--- config.mk ---
export PLATFORM = sky130hd
export DESIGN_NAME = conv_mac_sequencer_flat
export DESIGN_NICKNAME = d
export VERILOG_FILES = /design/src/rtl/conv_mac_sequencer_if.sv /design/src/rtl/conv_mac_sequencer.sv /design/src/flat_wrapper.sv
export SDC_FILE = /design/constraint.sdc
export NUM_CORES = 1
export LEC_CHECK = 0
export CORE_MARGIN = 4
export CORE_UTILIZATION = 40
export DETAILED_ROUTE_END_ITERATION = 10
export SLEW_MARGIN = 20
export SYNTH_ARGS = -nofsm -noshare
export SYNTH_HDL_FRONTEND = slang
export SYNTH_SLANG_ARGS = --single-unit
export TNS_END_PERCENT = 10
--- constraint.sdc ---
create_clock -name clk -period 17.6 [get_ports clk]
set_input_delay 3.52 -clock clk [delete_from_list [all_inputs] [get_ports clk]]
set_output_delay 3.52 -clock clk [all_outputs]
set_load 0.01 [all_outputs]
--- src/rtl/conv_mac_sequencer_if.sv ---
// conv_mac_sequencer_if: start/abort request, operand window, shared multiplier link and results.
interface conv_mac_sequencer_if;
    logic                   start;
    logic                   abort;
    logic [2:0][2:0][3:0]   pixels;
    logic [2:0][2:0][4:0]   filter_x;
    logic [2:0][2:0][4:0]   filter_y;
    logic signed [4:0]      mult_a;
    logic signed [4:0]      mult_b;
    logic signed [9:0]      mult_product;
    logic                   busy;
    logic                   done;
    logic signed [12:0]     conv_x;
    logic signed [12:0]     conv_y;
    logic [12:0]            magnitude;

    modport master (
        output start, abort, pixels, filter_x, filter_y, mult_product,
        input  mult_a, mult_b, busy, done, conv_x, conv_y, magnitude
    );

    modport slave (
        input  start, abort, pixels, filter_x, filter_y, mult_product,
        output mult_a, mult_b, busy, done, conv_x, conv_y, magnitude
    );
endinterface

--- src/rtl/conv_mac_sequencer.sv ---
// conv_mac_sequencer: time-shares one external 5x5 signed multiplier across both 3x3 kernel passes.
module conv_mac_sequencer (
    input logic clk,
    input logic rst,
    conv_mac_sequencer_if.slave bus
);
    typedef enum logic [1:0] {IDLE, MAC_X, MAC_Y, DONE} state_t;
    state_t              r_state, w_next;
    logic [3:0]          r_tap;
    logic signed [12:0]  r_acc, r_x_hold, r_conv_x, r_conv_y;
    logic [12:0]         r_mag;
    logic [8:0][3:0]     r_pix;
    logic [8:0][4:0]     r_fx, r_fy;
    logic                w_mac, w_last;
    logic signed [12:0]  w_sum, w_abs_x, w_abs_y;

    assign w_mac   = r_state == MAC_X || r_state == MAC_Y;
    assign w_last  = r_tap == 4'd8;
    assign w_sum   = r_acc + 13'(bus.mult_product);
    assign w_abs_x = r_x_hold[12] ? -r_x_hold : r_x_hold;
    assign w_abs_y = w_sum[12] ? -w_sum : w_sum;
    // Flattened latches make row-major tap k=r*3+c a direct index
    assign bus.mult_a    = w_mac ? {1'b0, r_pix[r_tap]} : '0;
    assign bus.mult_b    = r_state == MAC_X ? r_fx[r_tap] : r_state == MAC_Y ? r_fy[r_tap] : '0;
    assign bus.busy      = r_state != IDLE;
    assign bus.done      = r_state == DONE;
    assign bus.conv_x    = r_conv_x;
    assign bus.conv_y    = r_conv_y;
    assign bus.magnitude = r_mag;

    always_comb begin
        w_next = r_state;
        case (r_state)
            IDLE:    w_next = bus.start ? MAC_X : IDLE;
            MAC_X:   w_next = bus.abort ? IDLE : w_last ? MAC_Y : MAC_X;
            MAC_Y:   w_next = bus.abort ? IDLE : w_last ? DONE : MAC_Y;
            default: w_next = IDLE;
        endcase
    end

    always_ff @(posedge clk) begin
        if (rst) begin
            r_state  <= IDLE;
            r_tap    <= '0;
            r_acc    <= '0;
            r_x_hold <= '0;
            r_conv_x <= '0;
            r_conv_y <= '0;
            r_mag    <= '0;
            r_pix    <= '0;
            r_fx     <= '0;
            r_fy     <= '0;
        end else begin
            r_state <= w_next;
            if (r_state == IDLE && bus.start) begin
                r_pix <= bus.pixels;
                r_fx  <= bus.filter_x;
                r_fy  <= bus.filter_y;
                r_acc <= '0;
                r_tap <= '0;
            end else if (w_mac && !bus.abort) begin
                r_acc <= w_last ? '0 : w_sum;
                r_tap <= w_last ? '0 : r_tap + 4'd1;
                if (w_last && r_state == MAC_X)
                    r_x_hold <= w_sum;
                if (w_last && r_state == MAC_Y) begin
                    r_conv_x <= r_x_hold;
                    r_conv_y <= w_sum;
                    r_mag    <= 13'(w_abs_x + w_abs_y);
                end
            end
        end
    end
endmodule
--- src/flat_wrapper.sv ---
// flat-port wrapper written by rule: the top's interface ports become plain ports
module conv_mac_sequencer_flat 
  (clk, rst, bus_start, bus_abort, bus_pixels, bus_filter_x, bus_filter_y, bus_mult_product, bus_mult_a, bus_mult_b, bus_busy, bus_done, bus_conv_x, bus_conv_y, bus_magnitude);
  conv_mac_sequencer_if bus_i ();
  input logic clk;
  input logic rst;
  input wire logic [$bits(bus_i.start)-1:0] bus_start;
  input wire logic [$bits(bus_i.abort)-1:0] bus_abort;
  input wire logic [$bits(bus_i.pixels)-1:0] bus_pixels;
  input wire logic [$bits(bus_i.filter_x)-1:0] bus_filter_x;
  input wire logic [$bits(bus_i.filter_y)-1:0] bus_filter_y;
  input wire logic [$bits(bus_i.mult_product)-1:0] bus_mult_product;
  output wire logic [$bits(bus_i.mult_a)-1:0] bus_mult_a;
  output wire logic [$bits(bus_i.mult_b)-1:0] bus_mult_b;
  output wire logic [$bits(bus_i.busy)-1:0] bus_busy;
  output wire logic [$bits(bus_i.done)-1:0] bus_done;
  output wire logic [$bits(bus_i.conv_x)-1:0] bus_conv_x;
  output wire logic [$bits(bus_i.conv_y)-1:0] bus_conv_y;
  output wire logic [$bits(bus_i.magnitude)-1:0] bus_magnitude;
  assign bus_i.start = bus_start;
  assign bus_i.abort = bus_abort;
  assign bus_i.pixels = bus_pixels;
  assign bus_i.filter_x = bus_filter_x;
  assign bus_i.filter_y = bus_filter_y;
  assign bus_i.mult_product = bus_mult_product;
  assign bus_mult_a = bus_i.mult_a;
  assign bus_mult_b = bus_i.mult_b;
  assign bus_busy = bus_i.busy;
  assign bus_done = bus_i.done;
  assign bus_conv_x = bus_i.conv_x;
  assign bus_conv_y = bus_i.conv_y;
  assign bus_magnitude = bus_i.magnitude;
  conv_mac_sequencer u_core (.clk(clk), .rst(rst), .bus(bus_i));
endmodule
==> results.json <==
{
  "fin_worst_hold_slack_ns": 0.4527,
  "core_mm2": 0.02340,
  "hold_class": "reg -> reg",
  "row_count": 56,
  "p_total_uw": 1014,
  "dr.pass1.iters": 5,
  "clkLatencyLatePin_ns": 0.44,
  "worstPathCellList": "clkdlybuf4s50_1, ha_1, inv_1, fa_1, or2b_2, a21oi_2, o21ai_0, nand3_1, nand3_1, nor2b_1, buf_4, nor2b_1, xnor2_1, ha_1, nor2b_1, o31a_1, o41a_1, a41o_1, o41a_1, xor2_1, or4_1, a311oi_1",
  "grt_first_pass_wirelength_um": 42060,
  "slew-limit-headroom_pct": 28.68,
  "io_pins": 191,
  "start_util_pct": 40.54,
  "p_per_area_mw_per_mm2": 83.19,
  "drt_iter0_drc": 602,
  "routedWlPerCell_um": 15.85,
  "final_area_mm2": 0.01219,
  "viasPerCell": 5.139,
  "ys.flop_type": "dfxtp_1",
  "cts_made_buffers": 17,
  "cts_tree": "done",
  "tns_ns": 0,
  "synth_fp_nets": 1349,
  "setup_viol": 0,
  "ys_async_sr_fraction_pct": 0,
  "syn_area_mm2": 0.009487,
  "ant_nets": 0,
  "die_w_um": 162,
  "r2r_cells": 21,
  "synth-edff-count": 0,
  "drc": 0,
  "port_buffers": 189,
  "synth.distinct_cells": 65,
  "min_period_ns": 8.524,
  "worstSetupPathType": "in -> reg",
  "grtUsageTotal_pct": 19.70,
  "grt_antenna_before_repair": 2,
  "avgSynthCellArea_um2": 8.074,
  "cp_slowest_cell": "or4_1",
  "dp_hpwl_um": 18060,
  "skew_ns": 0.01559,
  "endpoint_kind": "flip-flop",
  "fmax_mhz": 117.3,
  "cts_sinks": 197,
  "cp.arrival_ns": 8.86,
  "hold-path-cell-count": 2,
  "layout_commonest_cell": "nand2_1",
  "crit_top_cell": "nor2b_1",
  "grt_max_degree": 104,
  "yosysWarningCount": 0,
  "hold_viol_final": 0,
  "final_cell_mix": "nand2_1 (376), dfxtp_1 (195), a21oi_1 (192), clkdlybuf4s50_1 (188), nor2_1 (46)",
  "ys_seq_elements": 197,
  "finalCritPeriodShare_pct": 48.43,
  "dpl-instance-area_mm2": 0.01157,
  "area_growth_pct": 28.45,
  "place.gp.congestion": 0.7850,
  "cts_resized": 0,
  "path_clk_slew_ns": 0.07,
  "peakVddDrop_uv": 44.91,
  "wirelength_um": 26130,
  "layout.nets": 1490,
  "slowest_delay_ns": 0.48,
  "report.final.slew_viol_count": 0,
  "htree_levels": 4,
  "cts.path.max_buffers": 2,
  "overflow": 0,
  "die_area_mm2": 0.02624,
  "num_vias": 8469,
  "synth-seq-area-share_pct": 41.57,
  "outcome": "finished clean",
  "cp-start-kind": "primary input",
  "cts_root_buf": "clkbuf_16",
  "cts_setup_buffers": 0,
  "fp.dieH_um": 162,
  "antenna_cells": 0,
  "cp_max_fo": 16,
  "worstPathRequired_ns": 17.94,
  "p_leak_uw": 0.004473,
  "rsz0062_at_grt": "false",
  "worst_pin_slew_ns": 1.070,
  "synthCells": 1175,
  "cap_violations": 0,
  "hold_buffers": 0,
  "drive_gt1_share_pct": 6.847,
  "grt_pass1_vias": 8148
}
-- sequential cells by signal (all words and copies together), names as in the netlist --
signal,count
u_core.bus.conv_x,13
u_core.bus.conv_y,13
u_core.bus.magnitude,13
u_core.r_acc,13
u_core.r_fx,45
u_core.r_fy,45
u_core.r_pix,36
u_core.r_state,2
u_core.r_tap,4
u_core.r_x_hold,13
-- critical path: cells and delay by family --
family	cells	cell delay, ns
AO/OA/AOI/OAI	7	1.90
AND/OR/NAND/NOR	7	1.52
adder cells (fa/ha/maj)	3	0.92
buffers and inverters	3	0.71
XOR/XNOR	2	0.30
-- per-layer routing --
metal  share of wire [%]  vias up  GRT usage [%]
met1                  44     3967          25.61
met5               0.084        -              0
met2                  48      210          32.99
li1                    -     4268              -
met3                 6.6       20          5.938
met4                0.90        4          3.576
-- stage by stage --
step | cells | worst slack [ns] | util (%)
finish | 1648 | 9.076 | 52.07
global route | 1648 | 8.797 | 52.07
CTS | 1648 | 9.132 | 52.07
detailed placement | 1616 | 8.716 | 49.44
global placement | 1616 | 8.781 | 49.44
floorplan | 1175 | 9.416 | -
-- cell usage after synthesis, types with 9 or more instances --
cell type  instances  area share (%)
mux4_2            28             6.6
buf_1             10            0.40
inv_1             14            0.55
xnor2_1           28             2.6
a22oi_1            9            0.71
mux2i_1           16             1.7
nand2_1          377              15
ha_1              32             4.2
dfxtp_1          197              42
o21ai_0           28             1.5
nor2_1            46             1.8
xor2_1            10            0.92
nor3_1            16            0.84
a21oi_1          192              10
clkbuf_1          65             2.6
-- cell type report --
class                      count  area [µm²]
multi-input combinational    884        5186
sequential                   197        3946
tap                          319       399.1
clock buffer                  18       429.2
fill                        2328       11220
inverter                      15       56.30
timing repair buffer         201        1983
clock inverter                14       185.2
-- logic make-up (layout without fill, tap and decap cells) --
kind of cell	Yosys count	in the layout	share of synthesized area (%)
simple gates	493	493	21.52
compound gates	274	274	16.45
flops	197	197	41.57
buf+inv	94	248	3.930
mux	44	44	8.335
xor+xnor	38	38	3.508
fa+ha+maj	34	34	4.643
other cells	1	1	0.03953
-- power breakdown --
part / switching (µW) / internal (µW)
clock network: 196 / 205
registers: 8.71 / 464
logic: 71.7 / 67.6
total: 277 / 737
-- final timing paths --
path                         endpoint  slack [ns]                 start
max reg2reg  u_core.bus.magnitude[12]       12.23       u_core.r_acc[0]
min              u_core.bus.conv_x[5]        0.45  u_core.bus.conv_x[5]
min reg2reg      u_core.bus.conv_x[5]        0.45  u_core.bus.conv_x[5]
max          u_core.bus.magnitude[12]        9.08   bus_mult_product[0]
Note: power is estimated with default switching activity, not from simulation.
